$ cat src/rtl/ctrl_pkg.sv
// Shared definitions for the multi-cycle control sequencer: opcodes, FSM states,
// instruction classes and IR field positions.
package ctrl_pkg;
  localparam int CTRL_DATA_W = 16;
  localparam int CTRL_ADR_W  = 3;
  localparam int CTRL_OP_W   = 4;

  localparam logic [3:0] OP_NOP = 4'h0;
  localparam logic [3:0] OP_ADD = 4'h1;
  localparam logic [3:0] OP_SUB = 4'h2;
  localparam logic [3:0] OP_AND = 4'h3;
  localparam logic [3:0] OP_OR  = 4'h4;
  localparam logic [3:0] OP_XOR = 4'h5;
  localparam logic [3:0] OP_MOV = 4'h6;
  localparam logic [3:0] OP_INC = 4'h7;
  localparam logic [3:0] OP_LD  = 4'h8;
  localparam logic [3:0] OP_ST  = 4'h9;
  localparam logic [3:0] OP_BRZ = 4'hA;
  localparam logic [3:0] OP_HLT = 4'hF;

  // ALU function select reuses the opcode value; 0 means "no ALU op"
  localparam logic [3:0] ALU_NONE = 4'h0;

  localparam int IR_OP_LSB = 12;
  localparam int IR_W_LSB  = 6;
  localparam int IR_R_LSB  = 3;
  localparam int IR_S_LSB  = 0;

  typedef enum logic [2:0] {S_FETCH, S_DECODE, S_EXEC, S_MEM, S_HALT} state_t;
  typedef enum logic [2:0] {CL_NOP, CL_ALU, CL_LD, CL_ST, CL_BRZ, CL_HLT, CL_ILL} iclass_t;
endpackage

$ cat src/rtl/control_sequencer_if.sv
// Memory/ALU/register-file control bus between the sequencer (master) and the datapath (slave).
interface control_sequencer_if;
  import ctrl_pkg::*;
  logic [CTRL_DATA_W-1:0] instr;
  logic                   mem_rdy;
  logic                   zflag;
  logic                   ir_ld;
  logic                   pc_inc;
  logic                   pc_ld;
  logic                   mem_rd;
  logic                   mem_wr;
  logic [CTRL_OP_W-1:0]   alu_op;
  logic                   w_sel;
  logic [CTRL_ADR_W-1:0]  W_Adr;
  logic                   we;
  logic [CTRL_ADR_W-1:0]  R_Adr;
  logic [CTRL_ADR_W-1:0]  S_Adr;
  logic                   halted;
  logic                   illegal;

  modport master (
    input  instr, mem_rdy, zflag,
    output ir_ld, pc_inc, pc_ld, mem_rd, mem_wr, alu_op, w_sel,
           W_Adr, we, R_Adr, S_Adr, halted, illegal
  );
  modport slave (
    output instr, mem_rdy, zflag,
    input  ir_ld, pc_inc, pc_ld, mem_rd, mem_wr, alu_op, w_sel,
           W_Adr, we, R_Adr, S_Adr, halted, illegal
  );
endinterface

$ cat src/rtl/ctrl_decode.sv
// Combinational IR decode: instruction class, ALU function and register addresses.
module ctrl_decode
  import ctrl_pkg::*;
(
  input  logic [CTRL_OP_W-1:0]  i_op,
  input  logic [8:0]            i_fld,
  output iclass_t               o_cls,
  output logic [CTRL_OP_W-1:0]  o_alu_op,
  output logic [CTRL_ADR_W-1:0] o_w_adr,
  output logic [CTRL_ADR_W-1:0] o_r_adr,
  output logic [CTRL_ADR_W-1:0] o_s_adr
);
  always_comb begin
    o_cls    = CL_ILL;
    o_alu_op = ALU_NONE;
    case (i_op)
      OP_NOP: o_cls = CL_NOP;
      OP_ADD, OP_SUB, OP_AND, OP_OR, OP_XOR, OP_MOV, OP_INC: begin
        o_cls    = CL_ALU;
        o_alu_op = i_op;
      end
      OP_LD:   o_cls = CL_LD;
      OP_ST:   o_cls = CL_ST;
      OP_BRZ:  o_cls = CL_BRZ;
      OP_HLT:  o_cls = CL_HLT;
      default: o_cls = CL_ILL;
    endcase
  end

  assign o_w_adr = i_fld[IR_W_LSB +: CTRL_ADR_W];
  assign o_r_adr = i_fld[IR_R_LSB +: CTRL_ADR_W];
  assign o_s_adr = i_fld[IR_S_LSB +: CTRL_ADR_W];
endmodule

$ cat src/rtl/control_sequencer.sv
// Multi-cycle FETCH/DECODE/EXEC/MEM/HALT sequencer holding the IR.
// Define CTRL_ILLEGAL_TRAP_EN to trap opcodes B-E into HALT with illegal raised.
module control_sequencer
  import ctrl_pkg::*;
#(
  parameter int DATA_W = CTRL_DATA_W,
  parameter int ADR_W  = CTRL_ADR_W,
  parameter int OP_W   = CTRL_OP_W
) (
  input logic                 clk,
  input logic                 reset,
  control_sequencer_if.master bus
);
  state_t            r_state, w_next;
  logic [DATA_W-1:0] r_ir;
  iclass_t           w_cls;
  logic [OP_W-1:0]   w_alu_op;
  logic [ADR_W-1:0]  w_w_adr, w_r_adr, w_s_adr;
  logic              w_ir_ld, w_pc_inc, w_pc_ld, w_mem_rd, w_mem_wr, w_we, w_w_sel;
  logic              w_unused_ir;

  assign w_unused_ir = ^r_ir[11:9];

  ctrl_decode u_dec (
    .i_op     (r_ir[IR_OP_LSB +: OP_W]),
    .i_fld    (r_ir[8:0]),
    .o_cls    (w_cls),
    .o_alu_op (w_alu_op),
    .o_w_adr  (w_w_adr),
    .o_r_adr  (w_r_adr),
    .o_s_adr  (w_s_adr)
  );

`ifdef CTRL_ILLEGAL_TRAP_EN
  logic r_illegal, w_set_ill;
  always_ff @(posedge clk or posedge reset) begin
    if (reset)          r_illegal <= 1'b0;
    else if (w_set_ill) r_illegal <= 1'b1;
  end
  assign bus.illegal = r_illegal;
`else
  assign bus.illegal = 1'b0;
`endif

  always_ff @(posedge clk or posedge reset) begin
    if (reset) begin
      r_state <= S_FETCH;
      r_ir    <= '0;
    end else begin
      r_state <= w_next;
      if (w_ir_ld) r_ir <= bus.instr;
    end
  end

  always_comb begin
    w_next   = r_state;
    w_ir_ld  = 1'b0;
    w_pc_inc = 1'b0;
    w_pc_ld  = 1'b0;
    w_mem_rd = 1'b0;
    w_mem_wr = 1'b0;
    w_we     = 1'b0;
    w_w_sel  = 1'b0;
`ifdef CTRL_ILLEGAL_TRAP_EN
    w_set_ill = 1'b0;
`endif
    case (r_state)
      S_FETCH: begin
        w_mem_rd = 1'b1;
        if (bus.mem_rdy) begin
          w_ir_ld = 1'b1;
          w_next  = S_DECODE;
        end
      end
      S_DECODE: begin
        w_pc_inc = 1'b1;
        case (w_cls)
          CL_ALU, CL_BRZ: w_next = S_EXEC;
          CL_LD, CL_ST:   w_next = S_MEM;
          CL_HLT:         w_next = S_HALT;
`ifdef CTRL_ILLEGAL_TRAP_EN
          CL_ILL: begin
            w_next    = S_HALT;
            w_set_ill = 1'b1;
          end
`endif
          default:        w_next = S_FETCH;
        endcase
      end
      S_EXEC: begin
        w_we    = (w_cls == CL_ALU);
        w_pc_ld = (w_cls == CL_BRZ) && bus.zflag;
        w_next  = S_FETCH;
      end
      S_MEM: begin
        // load write-back lands in the ready cycle, so we and mem_wr never overlap
        w_mem_rd = (w_cls == CL_LD);
        w_mem_wr = (w_cls == CL_ST);
        w_we     = (w_cls == CL_LD) && bus.mem_rdy;
        w_w_sel  = (w_cls == CL_LD) && bus.mem_rdy;
        if (bus.mem_rdy) w_next = S_FETCH;
      end
      default: w_next = S_HALT;
    endcase
  end

  // strobes are gated by reset so they drop the instant reset rises
  assign bus.ir_ld  = w_ir_ld  & ~reset;
  assign bus.pc_inc = w_pc_inc & ~reset;
  assign bus.pc_ld  = w_pc_ld  & ~reset;
  assign bus.mem_rd = w_mem_rd & ~reset;
  assign bus.mem_wr = w_mem_wr & ~reset;
  assign bus.we     = w_we     & ~reset;
  assign bus.w_sel  = w_w_sel  & ~reset;
  assign bus.alu_op = w_alu_op;
  assign bus.W_Adr  = w_w_adr;
  assign bus.R_Adr  = w_r_adr;
  assign bus.S_Adr  = w_s_adr;
  assign bus.halted = (r_state == S_HALT);
endmodule

$ cat src/flat_wrapper.sv
// flat-port wrapper written by rule: the top's interface ports become plain ports
module control_sequencer_flat import ctrl_pkg::*;
#(
  parameter int DATA_W = CTRL_DATA_W,
  parameter int ADR_W  = CTRL_ADR_W,
  parameter int OP_W   = CTRL_OP_W
)
  (clk, reset, bus_instr, bus_mem_rdy, bus_zflag, bus_ir_ld, bus_pc_inc, bus_pc_ld, bus_mem_rd, bus_mem_wr, bus_alu_op, bus_w_sel, bus_W_Adr, bus_we, bus_R_Adr, bus_S_Adr, bus_halted, bus_illegal);
  control_sequencer_if bus_i ();
  input logic clk;
  input logic reset;
  input wire logic [$bits(bus_i.instr)-1:0] bus_instr;
  input wire logic [$bits(bus_i.mem_rdy)-1:0] bus_mem_rdy;
  input wire logic [$bits(bus_i.zflag)-1:0] bus_zflag;
  output wire logic [$bits(bus_i.ir_ld)-1:0] bus_ir_ld;
  output wire logic [$bits(bus_i.pc_inc)-1:0] bus_pc_inc;
  output wire logic [$bits(bus_i.pc_ld)-1:0] bus_pc_ld;
  output wire logic [$bits(bus_i.mem_rd)-1:0] bus_mem_rd;
  output wire logic [$bits(bus_i.mem_wr)-1:0] bus_mem_wr;
  output wire logic [$bits(bus_i.alu_op)-1:0] bus_alu_op;
  output wire logic [$bits(bus_i.w_sel)-1:0] bus_w_sel;
  output wire logic [$bits(bus_i.W_Adr)-1:0] bus_W_Adr;
  output wire logic [$bits(bus_i.we)-1:0] bus_we;
  output wire logic [$bits(bus_i.R_Adr)-1:0] bus_R_Adr;
  output wire logic [$bits(bus_i.S_Adr)-1:0] bus_S_Adr;
  output wire logic [$bits(bus_i.halted)-1:0] bus_halted;
  output wire logic [$bits(bus_i.illegal)-1:0] bus_illegal;
  assign bus_i.instr = bus_instr;
  assign bus_i.mem_rdy = bus_mem_rdy;
  assign bus_i.zflag = bus_zflag;
  assign bus_ir_ld = bus_i.ir_ld;
  assign bus_pc_inc = bus_i.pc_inc;
  assign bus_pc_ld = bus_i.pc_ld;
  assign bus_mem_rd = bus_i.mem_rd;
  assign bus_mem_wr = bus_i.mem_wr;
  assign bus_alu_op = bus_i.alu_op;
  assign bus_w_sel = bus_i.w_sel;
  assign bus_W_Adr = bus_i.W_Adr;
  assign bus_we = bus_i.we;
  assign bus_R_Adr = bus_i.R_Adr;
  assign bus_S_Adr = bus_i.S_Adr;
  assign bus_halted = bus_i.halted;
  assign bus_illegal = bus_i.illegal;
  control_sequencer #(.DATA_W(DATA_W), .ADR_W(ADR_W), .OP_W(OP_W)) u_core (.clk(clk), .reset(reset), .bus(bus_i));
endmodule
$ cat config.mk
export PLATFORM = sky130hd
export DESIGN_NAME = control_sequencer_flat
export DESIGN_NICKNAME = d
export VERILOG_FILES = /design/src/rtl/ctrl_pkg.sv /design/src/rtl/control_sequencer_if.sv /design/src/rtl/ctrl_decode.sv /design/src/rtl/control_sequencer.sv /design/src/flat_wrapper.sv
export SDC_FILE = /design/constraint.sdc
export NUM_CORES = 1
export LEC_CHECK = 0
export ABC_AREA = 1
export BUFFER_PORTS_ARGS = -buffer_cell sky130_fd_sc_hd__buf_2
export CORE_MARGIN = 4
export CORE_UTILIZATION = 49
export DETAILED_ROUTE_END_ITERATION = 7
export PLACE_DENSITY = 0.85
export REMOVE_ABC_BUFFERS = 1
export SLEW_MARGIN = 0
export SYNTH_ARGS = -nofsm -noshare
export SYNTH_HDL_FRONTEND = slang
export SYNTH_SLANG_ARGS = --single-unit
$ cat constraint.sdc
create_clock -name clk -period 2.67 [get_ports clk]
set_input_delay 0.267 -clock clk [delete_from_list [all_inputs] [get_ports clk]]
set_output_delay 0.267 -clock clk [all_outputs]
set_load 0.01 [all_outputs]
==> reports/metrics.yaml, run 1 <==
htree_levels: 1
async_flop_share_pct: 100.0
rsz0062_at_grt: "no"
netlist-cell-type-count: 19
clk_pin_slew_ps: 90
outcome: "completed"
hpwl_microns: 1438
syn2layout_area_growth_pct: 16.04
yosysTopAreaCell: "dfrtp_1"
p_comb_share_pct: 48.9
die_width_microns: 52.26
fin_nets: 170
wl_met1_microns: 798
intPower_uw: 662.5
core.rowCount: 15
synth_area_leaders: "dfrtp_1 (42%), nand2_1 (11%), buf_4 (8.6%)"
cts_made_buffers: 3
syn-cell-area_sq_um: 959.7
n_antenna_cell: 0
p_sw_share_pct: 44.15
port_buffers: 36
cts_resized: 0
syn-instance-count: 120
synth_top_area_share_pct: 41.72
cp-start-kind: "flop"
p_sw_uw: 523.7
dr.pass1.iters: 4
max_freq_mhz: 542.6
wl_microns: 1789
synth_top_flop_cell: "dfrtp_1"
antenna_found_initial: 0
finalCritPeriodShare_pct: 69.03
syn-mean-instance-area_sq_um: 7.997
required_ps: 2400
vias_per_cell: 4.615
avgRoutedWirePerCell_microns: 10.28
grt_pass1_vias: 746
regToRegStartpoint: "u_core.r_state[0]"
start_util_pct: 53.82
wl_met2_microns: 809
route.met3.wl_microns: 142
cts_root_buf: "clkbuf_4"
fin_setup_tns_ps: 0
power_leakage_uw: 0.0006357
cts_max_path_buffers: 2
overflow: 0
maxSlewViolCount: 0
die_area_sq_um: 2731
clock_latency_ps: 290
final_hold_viol_count: 0
drtIter0Drc: 13
synth_most_common_cell: "nand2_1"
worstPathArrival_ps: 1580
synth_edf_count: 0
worstSetupEndpointType: "output port"
grt_max_degree: 28
min_period_ps: 1843
startpoint: "u_core.r_state[0]"
hold_path.class: "in -> async"
final_util_pct: 62.46
finalClockSkew_ps: 6.349
path_max_fanout: 27
holdBufCountCts: 0
critPathKind: "reg -> out"
coreArea_sq_um: 1783
postCtsSetupRepairBufs: 0
ant_nets: 0
power.share.clock_pct: 13.2
grt_pass1_wl_microns: 3105
drive_gt1_share_pct: 39.60
cts_tree: "done"
maxCapViolations: 0
highest_layer: "met4"
grtUsageTotal_pct: 15.36
cts_sinks: 16
fp.dieH_microns: 52.26
ir_worst_vdd_uv: 675.5
synth_seq_cells: 16
powerDensity_nw_per_um2: 1065
place.gp.congestion: 0.8431
num_io_pins: 42
seqPwrFrac_pct: 37.9
setup_viol_count_final: 0
drc: 0
ys_warn_count: 0
yosysSeqAreaShare_pct: 41.72
synth_commonest_cells: "nand2_1 (29), inv_1 (17), dfrtp_1 (16)"
num_vias: 803
critical path, cell delays in order, from the launching register on:
cell and delay, ps:
dfrtp_1 480, nor2_4 190, nand3_4 300, nor2_1 170
buf_2 150
metrics by stage:
stage                     worst slack [ps]  instances  total power (uW)  area (sq um)  hold WS [ps]
after global routing                 670.5        174              1297          1114         47.03
final                                827.0        174              1186          1114         24.78
after detailed placement              1130        170              1043          1077         340.0
after floorplan                       1293        108             845.2         858.3         188.9
after CTS                            791.4        174              1204          1114         23.69
after global placement                1154        170              1016          1077         342.5
cell type report:
cell class / count / area, sq um
clock buffer: 4 / 36.28
fill: 160 / 669.4
inverter: 18 / 67.56
multi-input combinational: 74 / 390.4
sequential: 16 / 400.4
tap: 25 / 31.28
timing repair buffer: 37 / 187.7
path summary, 6_finish.rpt:
path	endpoint	slack, ps	cells past startpoint
min in group clk	u_core.r_ir[8]	210	3
max in group asynchronous	u_core.r_ir[14]	2460	3
max	bus_ir_ld	830	4
max reg2reg	u_core.r_ir[14]	1310	4
min	u_core.r_ir[12]	20	3
min reg2reg	u_core.r_ir[3]	480	2
registers in the layout, indices dropped and copies added (netlist names):
name / flops
u_core.r_state: 3
u_core.r_ir: 13
cells by family (layout without fill, tap and decap cells):
kind of cell | count (synthesis) | after routing | share of synthesized area [%]
simple gates | 56 | 56 | 26.47
buf+inv | 31 | 59 | 17.99
compound gates | 16 | 16 | 13.43
flops | 16 | 16 | 41.72
other cells | 1 | 2 | 0.3908
power groups by stage:
stage	sequential, uW	clock (uW)	combinational, uW
final	449	157	580
after global routing	463	177	657
after CTS	448	163	593
after detailed placement	452	0	591
after global placement	444	0	572
after floorplan	472	0	373
layout by cell type, fill, tap and decap left out, types with 2 or more instances in the layout:
master    netlist  final
nand2_1        29     29
a21oi_2         4      4
nor3_1          4      4
a21oi_1         3      3
nor2_1         14     14
nand3_1         3      3
dfrtp_1        16     16
conb_1          1      2
inv_1          17     17
clkbuf_4        0      3
buf_2           0     36
o21ai_2         9      9
metal layers:
metal / up-vias / GRT usage [%]
li1: 418 / -
met1: 348 / 18.61
met2: 32 / 25.52
met3: 5 / 2.564
met4: 0 / 8.936
met5: - / 0
No activity file was read; power rests on OpenSTA's default activity.
==> run 2: changes to the inputs <==
--- a/config.mk
+++ b/config.mk
@@ -8,9 +8,9 @@
 export ABC_AREA = 1
 export BUFFER_PORTS_ARGS = -buffer_cell sky130_fd_sc_hd__buf_2
 export CORE_MARGIN = 4
-export CORE_UTILIZATION = 49
+export CORE_UTILIZATION = 46
 export DETAILED_ROUTE_END_ITERATION = 7
-export PLACE_DENSITY = 0.85
+export PLACE_DENSITY = 0.81
 export REMOVE_ABC_BUFFERS = 1
 export SLEW_MARGIN = 0
 export SYNTH_ARGS = -nofsm -noshare
==> constraint.sdc (replaced) <==
create_clock -name clk -period 1.7 [get_ports clk]
set_input_delay 0.17 -clock clk [delete_from_list [all_inputs] [get_ports clk]]
set_output_delay 0.17 -clock clk [all_outputs]
set_load 0.01 [all_outputs]
==> run 2 against run 1 <==
  * First-iteration DRC count shrank 38%
  * Combinational power grew 71%
  * Worst hold slack gained 100 ps
  * Final area grew 2.9%
  * Count of clock-buffer cells in the layout shrank 1
  * Clock skew shrank 4.2 ps
  * Register-to-register slack lost 980 ps
  * Critical path type unchanged
  * Non-clock buffer count grew 3
  * Critical endpoint unchanged
  * Sequential power grew 59%
  * Power grew 60%
==> reports/metrics.yaml, run 2 (synthesis gave the netlist of run 1 again) <==
outcome: "completed"
grt_max_degree: 17  # -39%
maxCapViolations: 0  # unchanged
fin_setup_tns_ps: 0  # unchanged
core.rowCount: 16  # +1
max_freq_mhz: 634.0
final_cell_mix: "buf_2 (36), nand2_1 (29), inv_1 (15)"
drive_gt1_share_pct: 44.08  # +4.5 points
finalClockSkew_ps: 2.161  # -4.187 ps
crit_chain: "nor2_4 -> nand3_4 -> nor2_1 -> buf_2"
port_buffers: 36  # unchanged
required_ps: 1530  # -870 ps
multi_input_area_sq_um: 406.6  # +4.2%
rsz0062_at_grt: "no"
layout_commonest_cell: "buf_2"
hold_path.class: "in -> reg"
clock_latency_ps: 280  # about the same
worstPathArrival_ps: 1410  # -170 ps
setup_viol_count_final: 0  # unchanged
critPathKind: "reg -> out"
grtUsageTotal_pct: 15.67  # +0.31 points
grt_pass1_wl_microns: 3394  # +9.3%
p_total_uw: 1900  # +60%
worstSetupEndpointType: "output port"
fin_nets: 174  # +2.4%
htree_levels: 1  # unchanged
coreArea_sq_um: 1962  # +10%
path_max_fanout: 14  # -48%
final_hold_viol_count: 0  # unchanged
start_util_pct: 48.92  # -4.9 points
ant_nets: 0  # unchanged
regArea_sq_um: 402.9  # +0.62%
avgRoutedWirePerCell_microns: 11.23  # +9.3%
ir_worst_vdd_uv: 846.6  # +25%
min_period_ps: 1577
finalCritPeriodShare_pct: 92.79
maxSlewViolCount: 0  # unchanged
largest_register_ff_count: 13  # unchanged
cpPeakStageDelay_ps: 470  # about the same
power_leakage_uw: 0.0006399  # +0.66%
cp-start-kind: "flop"
antenna_found_initial: 0  # unchanged
cts_sinks: 16  # unchanged
top_register: "u_core.r_ir"
drtIter0Drc: 8  # -5
hpwl_microns: 1456  # +1.3%
place.gp.congestion: 0.7944  # -5.8%
syn2layout_area_growth_pct: 19.43
dr.pass1.iters: 4  # unchanged
num_io_pins: 42  # unchanged
largestRegisters: "u_core.r_ir x13, u_core.r_state x3"
cts_max_path_buffers: 2  # unchanged
clk_pin_slew_ps: 80  # about the same
die_area_sq_um: 2881  # +5.5%
cts_root_buf: "clkbuf_4"
final_util_pct: 58.42  # -4.0 points
drc: 0  # unchanged
vias_per_cell: 4.888  # +5.9%
powerDensity_nw_per_um2: 1658  # +56%
fp.dieH_microns: 53.68  # +2.7%
cts_made_buffers: 3  # unchanged
fillers: 197  # +23%
die_width_microns: 53.68  # +2.7%
grt_pass1_vias: 814  # +9.1%
cpMaxStageDelayCell: "dfrtp_2"
n_antenna_cell: 0  # unchanged
num_vias: 875  # +9.0%
wl_microns: 2011  # +12%
overflow: 0  # unchanged
cts_tree: "done"
==> run 2: cell types whose count changed in the layout (fill, tap and decap cells not counted), moves of 2 or more <==
cell	delta
buf_4	+2
dfrtp_1	-2
dfrtp_2	+2
inv_1	-2
inv_2	+2
==> run 2: power breakdown <==
| part | internal (uW) | switching (uW) |
|---|---|---|
| clock | 82.1 | 107 |
| combinational | 392 | 603 |
| sequential | 563 | 153 |
| total | 1040 | 863 |
==> run 2: metal layers <==
metal  vias to the layer above  global-route usage (%)  part of all wire, %
met5                         -                       0                    0
met4                         0                   3.830                 0.70
met3                         2                   2.770                   10
met2                        34                   26.21                   45
met1                       412                   20.80                   44
li1                        427                       -                    -
==> run 2: timing repair <==
action / in CTS / in global routing
pin swaps: 1 / 0
gates cloned: 1 / 0
hold buffers: 1 / 0
setup buffers: 0 / 2
gates resized for setup: 0 / 6
setup endpoints to repair: 1 / 4
endpoints found under the hold margin: 16 / 0
==> run 2: through the flow <==
stage	setup slack, ps	hold WS [ps]	std cells	cell area, sq um
final	122.6	125.5	179	1146
after global routing	3.333	120.2	179	1146
after CTS	66.15	122.4	177	1122
after detailed placement	245.7	267.2	172	1080
after global placement	284.4	262.3	172	1080
after floorplan	419.6	91.95	108	858.3
==> run 2: layout make-up <==
cell class                      instances  area share, %
Timing Repair Buffer                   40          18.56
Multi-Input combinational cell         75          35.48
Sequential cell                        16          35.15
Inverter                               18          5.895
Tap cell                               27          2.948
Clock buffer                            3          1.965
==> run 2: critical path: cells and delay by family, from the launching register on <==
family	cells	cell delay, ps
simple gates	3	520
flops	1	470
buf+inv	1	140
==> run 2: path summary, 6_finish.rpt <==
check | from | end | slack, ps | cells after the start
worst max-delay path | u_core.r_state[0] | bus_ir_ld | 120 | 4
worst min-delay path | bus_instr[7] | u_core.r_ir[7] | 130 | 3
worst max register to register | u_core.r_state[0] | u_core.r_ir[5] | 330 | 3
worst min register to register | u_core.r_ir[0] | u_core.r_ir[0] | 490 | 2
max in group asynchronous | reset | u_core.r_state[0] | 980 | 4
min in group asynchronous | reset | u_core.r_ir[12] | 520 | 4
